`src/rtl/sipo_rx_if.sv`:
```
// Serial link between the parallel-load shift-register transmitter and sipo_rx.
// The master modport is the transmitter/consumer side and the slave modport is the receiver.
interface sipo_rx_if #(
    parameter int WIDTH = 32
);
    logic             load;
    logic             sin;
    logic             done;
    logic [WIDTH-1:0] dout;
    logic             valid;
    logic             err;
    logic             busy;

    modport master (
        output load, sin, done,
        input  dout, valid, err, busy
    );

    modport slave (
        input  load, sin, done,
        output dout, valid, err, busy
    );
endinterface

```
`src/rtl/sipo_rx.sv`:
```
// Serial-in/parallel-out receiver. It reassembles one MSB-first word per load-framed
// burst and checks the transmitter's done flag against its own sample count.
module sipo_rx #(
    parameter int WIDTH = 32
) (
    input  logic      clk,
    input  logic      rst_n,
    sipo_rx_if.slave  link
);
    typedef enum logic [1:0] {
        ST_IDLE  = 2'd0,
        ST_ARMED = 2'd1,
        ST_SHIFT = 2'd2
    } state_t;

    localparam logic [7:0] WIDTH_CNT = 8'(WIDTH);

    state_t           r_state;
    logic [7:0]       r_cnt;
    logic [WIDTH-1:0] r_sr;
    logic [WIDTH-1:0] r_dout;
    logic             r_valid;
    logic             r_err;

    state_t           w_nxt_state;
    logic [7:0]       w_nxt_cnt;
    logic [WIDTH-1:0] w_nxt_sr;
    logic [WIDTH-1:0] w_nxt_dout;
    logic             w_nxt_valid;
    logic             w_nxt_err;
    logic [7:0]       w_sample_n;
    logic [WIDTH-1:0] w_shifted;

    // w_sample_n is the number of the sample taken at this edge while in SHIFT.
    assign w_sample_n = r_cnt + 8'd1;
    assign w_shifted  = {r_sr[WIDTH-2:0], link.sin};

    // NOTE: every output of this block gets a default before any branch, so no path
    // leaves a signal unassigned and no latch is inferred.
    always_comb begin
        w_nxt_state = r_state;
        w_nxt_cnt   = r_cnt;
        w_nxt_sr    = r_sr;
        w_nxt_dout  = r_dout;
        w_nxt_valid = 1'b0;
        w_nxt_err   = 1'b0;

        if (link.load) begin
            // A load always (re)starts a frame, silently dropping any frame in progress.
            w_nxt_state = ST_ARMED;
            w_nxt_cnt   = 8'd0;
        end else begin
            unique case (r_state)
                ST_IDLE: begin
                    // sin and done carry the transmitter's zero-fill here and are ignored.
                end
                ST_ARMED: begin
                    if (link.done) begin
                        w_nxt_state = ST_IDLE;
                        w_nxt_err   = 1'b1;
                    end else begin
                        w_nxt_sr    = w_shifted;
                        w_nxt_cnt   = 8'd1;
                        w_nxt_state = ST_SHIFT;
                    end
                end
                ST_SHIFT: begin
                    if (w_sample_n < WIDTH_CNT) begin
                        if (link.done) begin
                            w_nxt_state = ST_IDLE;
                            w_nxt_err   = 1'b1;
                        end else begin
                            w_nxt_sr  = w_shifted;
                            w_nxt_cnt = w_sample_n;
                        end
                    end else begin
                        w_nxt_state = ST_IDLE;
                        if (link.done) begin
                            w_nxt_dout  = w_shifted;
                            w_nxt_valid = 1'b1;
                        end else begin
                            w_nxt_err   = 1'b1;
                        end
                    end
                end
                default: begin
                    w_nxt_state = ST_IDLE;
                end
            endcase
        end
    end

    // NOTE: state is updated with non-blocking assignments so every register samples
    // the pre-edge values, independent of statement order.
    always_ff @(posedge clk) begin
        if (!rst_n) begin
            r_state <= ST_IDLE;
            r_cnt   <= 8'd0;
            r_sr    <= '0;
            r_dout  <= '0;
            r_valid <= 1'b0;
            r_err   <= 1'b0;
        end else begin
            r_state <= w_nxt_state;
            r_cnt   <= w_nxt_cnt;
            r_sr    <= w_nxt_sr;
            r_dout  <= w_nxt_dout;
            r_valid <= w_nxt_valid;
            r_err   <= w_nxt_err;
        end
    end

    assign link.dout  = r_dout;
    assign link.valid = r_valid;
    assign link.err   = r_err;
    assign link.busy  = (r_state != ST_IDLE);
endmodule

```
`src/flat_wrapper.sv`:
```
// flat-port wrapper written by rule: the top's interface ports become plain ports
module sipo_rx_flat 
#(
    parameter int WIDTH = 32
)
  (clk, rst_n, link_load, link_sin, link_done, link_dout, link_valid, link_err, link_busy);
  sipo_rx_if #(.WIDTH(WIDTH)) link_i ();
  input  logic clk;
  input  logic rst_n;
  input wire logic [$bits(link_i.load)-1:0] link_load;
  input wire logic [$bits(link_i.sin)-1:0] link_sin;
  input wire logic [$bits(link_i.done)-1:0] link_done;
  output wire logic [$bits(link_i.dout)-1:0] link_dout;
  output wire logic [$bits(link_i.valid)-1:0] link_valid;
  output wire logic [$bits(link_i.err)-1:0] link_err;
  output wire logic [$bits(link_i.busy)-1:0] link_busy;
  assign link_i.load = link_load;
  assign link_i.sin = link_sin;
  assign link_i.done = link_done;
  assign link_dout = link_i.dout;
  assign link_valid = link_i.valid;
  assign link_err = link_i.err;
  assign link_busy = link_i.busy;
  sipo_rx #(.WIDTH(WIDTH)) u_core (.clk(clk), .rst_n(rst_n), .link(link_i));
endmodule
```
`config.mk`:
```
export PLATFORM = sky130hd
export DESIGN_NAME = sipo_rx_flat
export DESIGN_NICKNAME = d
export VERILOG_FILES = /design/src/rtl/sipo_rx_if.sv /design/src/rtl/sipo_rx.sv /design/src/flat_wrapper.sv
export SDC_FILE = /design/constraint.sdc
export NUM_CORES = 1
export LEC_CHECK = 0
export ABC_AREA = 1
export BUFFER_PORTS_ARGS = -buffer_cell sky130_fd_sc_hd__buf_2
export CAP_MARGIN = 10
export CORE_UTILIZATION = 55
export CTS_CLUSTER_SIZE = 25
export DETAILED_ROUTE_END_ITERATION = 8
export PLACE_DENSITY = 0.85
export SKIP_LAST_GASP = 1
export SLEW_MARGIN = 20
export SYNTH_ARGS = -nofsm -noshare
export SYNTH_HDL_FRONTEND = slang
export SYNTH_SLANG_ARGS = --single-unit
```
`constraint.sdc`:
```
create_clock -name clk -period 2.43 [get_ports clk]
set_input_delay 0.1215 -clock clk [delete_from_list [all_inputs] [get_ports clk]]
set_output_delay 0.1215 -clock clk [all_outputs]
set_load 0.005 [all_outputs]
```
==> metrics, run 1 <==
1st-pass router iterations=4; dominant cell type by area after synthesis=dfxtp_1; Tmin final=2.19 ns; outcome=finished, final reports clean; Final GP Congestion=0.862; Multi-input gate area=~0.0014 mm2; PwrDens=roughly 700 mW/mm2; CP endpoint kind=flop; Crit path largest cell delay=0.40 ns; hold path depth=3; Worst R2R Setup Slack=around 0.24 ns; Synth Warn #=0; area of the core=around 0.0057 mm2; Max FO, Critical Path=22; final net count=521; CP Class=reg2reg; RSZ-0062 raised after global routing=false; drt total wl=approximately 7 mm; mean post-synth cell area=6.91 um2; Synth top area share=a little under half; Post-CTS Setup Inserts=0; DR iter-0 viols=between 200 and 250; share of cells above drive strength 1=13.5%; final setup violation count=0; CTS Root Cell=clkbuf_8; Final Slew Violations=0; synthesized net count=just under 500; Die W=between 70 and 80 um; # resized after CTS=0; reg-to-reg endpoint=u_core.r_sr[15]$_SDFFE_PN0P_; area delta synth->final=14.0%; Fin Setup TNS=0 ns; worst clock skew=about 0.006 ns; Worst Path Buf+Inv=1; routed via count=3,039; # fillers=~500; commonest non-fill, non-tap cells in the layout=nand2_1, inv_1, dfxtp_1; final worst slack=between 0.2 and 0.25 ns; worst path required time=2.72 ns; post-route ant nets=0; Via density=5.16; most common cell after layout, fill and taps aside=nand2_1; post-synthesis cell area=between 0.003 and 0.004 mm2; Detailed Place HPWL=4.43 mm; site row count=27; number of CTS-inserted buffers=9; Leak=approximately 1.7 nW; CP top delay family=simple AND/OR/NAND/NOR gates; die extent in y=79.7 um; cell count after synthesis=480; Final Hold Fails=0; Reg clk slew, reported paths=0.08 ns; relative slew slack=59.8%; drt drc=0; reg2reg start=u_core.r_cnt[0]$_SDFFE_PP0P_; fmax=around 460 MHz; R2R depth=11; nature of the critical path startpoint=flop; maximum root-to-sink buffer count=2; Peak VDD IR=about 0.00034 V; fin crit share=90.3%; CTS H-tree lvls=3; GR Overflow Total=0; Slowest-stage cell, CP=dfxtp_1; Most common cell on crit path=nand2_1; DR WL/cell=roughly 12 um; pin count of the biggest net entering global routing=35; clk_lat worst skew=about 0.35 ns; Seq cells post-synth=75; port buffer count=39; Post-Route Utilization=between 60% and 70%; post-synthesis sequential area ratio=45.2%; Reg area=roughly 0.0015 mm2; Worst-Margin Slew=approximately 0.6 ns; Initial Util=58.5%; Hold-fix buffers, CTS=0; antenna violations before repair=0; vias in the first global route=2,687; crit-path cells=ha_1 -> nand3_1 -> o21ai_0 -> nand2_1 -> nor2_2 -> nand2_2 -> nand2_4 -> nand3_2 -> nand2_1 -> inv_1 -> nor2_1; HP Class=in2reg; Netlist cell types=23; HP Start=link_done; Setup WS pre-CTS=0.268 ns; CTS tree=yes; number of max-cap violations=0; ANT cells=0; die area=0.00635 mm2; total track usage=around 23%; Hold EP=u_core.link.err$_SDFF_PP0_; clock sink count=75; largest cells by area after synthesis=dfxtp_1, nand2_1, inv_1; first-pass GRT wire length=around 11 mm; I/O pin cnt=40; Worst EP arrival=approximately 2.5 ns
## kinds of logic (layout without fill, tap and decap cells)
family,after synthesis,after routing,synth area share (%)
AND/OR/NAND/NOR,252,253,33.4
buffers and inverters,107,143,13.3
flip-flops,75,75,45.2
AO/OA/AOI/OAI,41,41,6.18
adder cells (fa/ha/maj),4,4,1.51
XOR/XNOR,1,1,0.264
## worst max path at each step
| stage | start | slack, ns | endpoint | cells past startpoint |
|---|---|---|---|---|
| floorplan | u_core.r_cnt[0]$_SDFFE_PP0P_ | 0.75 | u_core.r_sr[1]$_SDFFE_PN0P_ | 11 |
| global placement | u_core.r_cnt[0]$_SDFFE_PP0P_ | 0.40 | u_core.r_sr[4]$_SDFFE_PN0P_ | 11 |
| detailed placement | u_core.r_cnt[0]$_SDFFE_PP0P_ | 0.27 | u_core.r_sr[5]$_SDFFE_PN0P_ | 11 |
| CTS | u_core.r_cnt[0]$_SDFFE_PP0P_ | 0.24 | u_core.r_sr[5]$_SDFFE_PN0P_ | 11 |
| global route | u_core.r_cnt[0]$_SDFFE_PP0P_ | 0.03 | u_core.r_sr[3]$_SDFFE_PN0P_ | 11 |
| finish | u_core.r_cnt[0]$_SDFFE_PP0P_ | 0.24 | u_core.r_sr[15]$_SDFFE_PN0P_ | 11 |
## cell type report
cell class                      instances  area share, %
Sequential cell                        75           39.7
Multi-Input combinational cell        299           36.7
Inverter                               79           7.84
Timing Repair Buffer                   48           6.95
Clock buffer                           12           3.84
Clock inverter                          4           2.58
Tap cell                               72           2.38
## registers in the layout, indices dropped and copies added, names as in the netlist
name               count
u_core.r_state         2
u_core.link.err        1
u_core.r_sr           31
u_core.link.valid      1
u_core.link.dout      32
u_core.r_cnt           8
## worst reg2reg max path: cells and delay by family (launching register included)
family | cells | cell delay, ns
AO/OA/AOI/OAI | 1 | 0.19
adder cells (fa/ha/maj) | 1 | 0.21
buffers and inverters | 1 | 0.05
flip-flops | 1 | 0.40
AND/OR/NAND/NOR | 8 | 1.29
## per-layer routing
layer | GRT usage, % | wire [um] | vias up
met5 | 0 | 0 | -
met4 | 10.4 | 143 | 0
met3 | 6.06 | 321 | 15
met2 | 41.2 | 3440 | 87
met1 | 24.6 | 2950 | 1373
li1 | - | - | 1564
## through the flow
stage | hold slack [ns] | instance area [um2] | power (W) | std cells
finish | 0.0554 | 3780 | 0.00266 | 589
global route | 0.0576 | 3780 | 0.00276 | 589
CTS | 0.0522 | 3770 | 0.00267 | 588
detailed placement | 0.422 | 3530 | 0.00152 | 572
global placement | 0.416 | 3530 | 0.00151 | 572
floorplan | 0.239 | 3320 | 0.00148 | 480
## synthesized netlist by cell type
master and n:
nand2_1 114, inv_1 76, dfxtp_1 75, nor2_1 57, nand3_1 42, a21oi_1 36, nand4_1 31, clkbuf_1 11
buf_2 6, buf_1 5, o21ai_0 5, ha_1 4, buf_4 3, buf_6 3, nor3_1 3, clkinv_1 2
inv_2 1, nand2_2 1, nand2_4 1, nand3_4 1, nor2_2 1, nor3b_1 1, xor2_1 1
## power by group
| group | internal [W] | leakage, nW | switching [W] |
|---|---|---|---|
| clock network | 0.000711 | 0.117 | 0.000449 |
| registers | 0.00126 | 0.608 | 0.0000218 |
| logic | 0.0000700 | 1.01 | 0.000148 |
(Power assumes the default switching activity.)
==> run 2: changes to the inputs <==
--- a/config.mk
+++ b/config.mk
@@ -11,7 +11,7 @@
 export CORE_UTILIZATION = 55
 export CTS_CLUSTER_SIZE = 25
 export DETAILED_ROUTE_END_ITERATION = 8
-export PLACE_DENSITY = 0.85
+export PLACE_DENSITY = 0.8
 export SKIP_LAST_GASP = 1
 export SLEW_MARGIN = 20
 export SYNTH_ARGS = -nofsm -noshare
==> run 2 against run 1 <==
Net effect: critical path depth is the same; maximum frequency grew 2.9%; via count shrank 1.4%; clock-buffer cell count shrank 1; non-clock buffer count grew 1; worst setup slack gained 0.062 ns; sequential power is essentially flat; global-route usage grew 0.38 points; clock power shrank 33%; final cell count shrank 0.34%; highest routed layer unchanged.
==> metrics, run 2 (synthesized netlist as in run 1, its figures left out) <==
HP Class=in2reg (unchanged); R2R depth=11 (unchanged); Detailed Place HPWL=4.36 mm (was 4.43 mm); final net count=521 (unchanged); Final Instance Area=0.00369 mm2 (was 0.00378 mm2); Via density=5.10 (was 5.16); antenna violations before repair=0 (unchanged); pin count of the biggest net entering global routing=35 (unchanged); ANT cells=0 (unchanged); hold path depth=3 (unchanged); HP Start=link_done (unchanged); vias in the first global route=2,730 (was 2,687); drt total wl=6.69 mm (was 6.85 mm); Leak=1.69 nW (was 1.73 nW); Fin Setup TNS=0 ns (unchanged); CTS tree=yes (unchanged); CP top delay family=simple AND/OR/NAND/NOR gates (unchanged); Die W=79.7 um (unchanged); I/O pin cnt=40 (unchanged); final setup violation count=0 (unchanged); Worst R2R Setup Slack=0.30 ns (was 0.24 ns); post-route ant nets=0 (unchanged); fin crit share=87.7% (was 90.3%); reg-to-reg endpoint=u_core.link.dout[21]$_SDFFE_PN0P_ (was u_core.r_sr[15]$_SDFFE_PN0P_); Cell Count Post-Placement=573 (was 572); RSZ-0062 raised after global routing=false (unchanged); Final GP Congestion=0.882 (was 0.862); Initial Util=58.5% (unchanged); PwrDens=618 mW/mm2 (was 704 mW/mm2); GR Overflow Total=0 (unchanged); Final Slew Violations=0 (unchanged); DR WL/cell=11.4 um (was 11.6 um); reg2reg start=u_core.r_cnt[0]$_SDFFE_PP0P_ (unchanged); Worst-Margin Slew=0.537 ns (was 0.603 ns); commonest non-fill, non-tap cells in the layout=nand2_1, inv_1, dfxtp_1 (unchanged); Hold EP=u_core.link.err$_SDFF_PP0_ (unchanged); nature of the critical path startpoint=flop (unchanged); Crit path largest cell delay=0.44 ns (was 0.40 ns); routed via count=2,996 (was 3,039); Post-CTS Setup Inserts=0 (unchanged); Reg clk slew, reported paths=0.07 ns (was 0.08 ns); Max FO, Critical Path=33 (was 22); die extent in y=79.7 um (unchanged); outcome=finished, final reports clean (unchanged); total track usage=23.2% (was 22.8%); fmax=469 MHz (was 456 MHz); worst path required time=2.70 ns (was 2.72 ns); Largest register FFs=32 (unchanged); port buffer count=39 (unchanged); maximum root-to-sink buffer count=2 (unchanged); Worst Path Buf+Inv=1 (unchanged); Slowest-stage cell, CP=inv_2 (was dfxtp_1); cell area after placement=0.00354 mm2 (was 0.00353 mm2); 1st-pass router iterations=6 (was 4); Worst EP arrival=2.40 ns (was 2.48 ns); Tmin final=2.13 ns (was 2.19 ns); die area=0.00635 mm2 (unchanged); # fillers=508 (was 492); CP endpoint kind=flop (unchanged); Hold-fix buffers, CTS=0 (unchanged); worst clock skew=0.00602 ns (was 0.00596 ns); # resized after CTS=0 (unchanged); area of the core=0.00568 mm2 (unchanged); number of max-cap violations=0 (unchanged); most common cell after layout, fill and taps aside=nand2_1 (unchanged); CP Class=reg2reg (unchanged); crit-path cells=ha_1 -> nand3_1 -> nor2_1 -> nand2_1 -> nand2_1 -> nor2_2 -> nand2_2 -> nand2_4 -> inv_2 -> nand3_1 -> a21oi_1 (was ha_1 -> nand3_1 -> o21ai_0 -> nand2_1 -> nor2_2 -> nand2_2 -> nand2_4 -> nand3_2 -> nand2_1 -> inv_1 -> nor2_1); clock sink count=75 (unchanged); first-pass GRT wire length=11.6 mm (was 11.3 mm); area delta synth->final=11.1% (was 14.0%); relative slew slack=64.1% (was 59.8%); share of cells above drive strength 1=13.2% (was 13.5%); DR iter-0 viols=201 (was 233); CTS Root Cell=clkbuf_8 (unchanged); Final Hold Fails=0 (unchanged); number of CTS-inserted buffers=9 (unchanged); non-filler cells, final=587 (was 589); CTS H-tree lvls=3 (unchanged); PnR Total Power=0.00228 W (was 0.00266 W); site row count=27 (unchanged); Peak VDD IR=0.000330 V (was 0.000340 V); drt drc=0 (unchanged); clk_lat worst skew=0.34 ns (was 0.35 ns)
-- run 2: worst max path at each step --
stage                            startpoint                           endpoint  slack (ns)  cells after the start
3_3_place_gp   u_core.r_cnt[0]$_SDFFE_PP0P_        u_core.r_sr[4]$_SDFFE_PN0P_        0.44                     11
5_1_grt        u_core.r_cnt[0]$_SDFFE_PP0P_        u_core.r_sr[6]$_SDFFE_PN0P_        0.03                     11
6_report       u_core.r_cnt[0]$_SDFFE_PP0P_  u_core.link.dout[21]$_SDFFE_PN0P_        0.30                     11
4_1_cts        u_core.r_cnt[0]$_SDFFE_PP0P_       u_core.r_sr[21]$_SDFFE_PN0P_        0.31                     11
3_5_place_dp   u_core.r_cnt[0]$_SDFFE_PP0P_       u_core.r_sr[27]$_SDFFE_PN0P_        0.35                     11
2_1_floorplan  u_core.r_cnt[0]$_SDFFE_PP0P_        u_core.r_sr[1]$_SDFFE_PN0P_        0.75                     11
-- run 2: report_power, final --
part	internal [W]	switching (W)	total (W)	leakage, nW
Combinational	0.0000712	0.000145	0.000216	1.01
Clock	0.000356	0.000419	0.000776	0.0750
Sequential	0.00126	0.0000215	0.00128	0.608
-- run 2: layout make-up --
cell class	count	area [um2]	area share (%)
Clock buffer	11	131	3.56
Clock inverter	3	17.5	0.475
Inverter	79	297	8.04
Multi-Input combinational cell	298	1380	37.4
Sequential cell	75	1500	40.7
Tap cell	72	90.1	2.44
Timing Repair Buffer	49	270	7.33
-- run 2: per-layer routing --
layer  routed length (um)  vias to the layer above  GRT usage, %
met5                    0                        -             0
met4                  149                        0          11.6
met3                  177                       15          3.89
met2                 3350                       54          41.6
met1                 3010                     1362          26.2
li1                     -                     1565             -
-- run 2: worst min-delay path: stages --
cell and delay, ns:
buf_2 0.10, nor2_1 0.05, nor2_1 0.10
-- run 2: metrics by stage --
| step | util, % | setup slack, ns | hold slack [ns] |
|---|---|---|---|
| after floorplan | - | 0.751 | 0.239 |
| after global placement | 62.3 | 0.442 | 0.413 |
| after detailed placement | 62.3 | 0.350 | 0.422 |
| after CTS | 64.9 | 0.309 | 0.0690 |
| after global routing | 64.9 | 0.0283 | 0.0842 |
| final | 64.9 | 0.298 | 0.0689 |
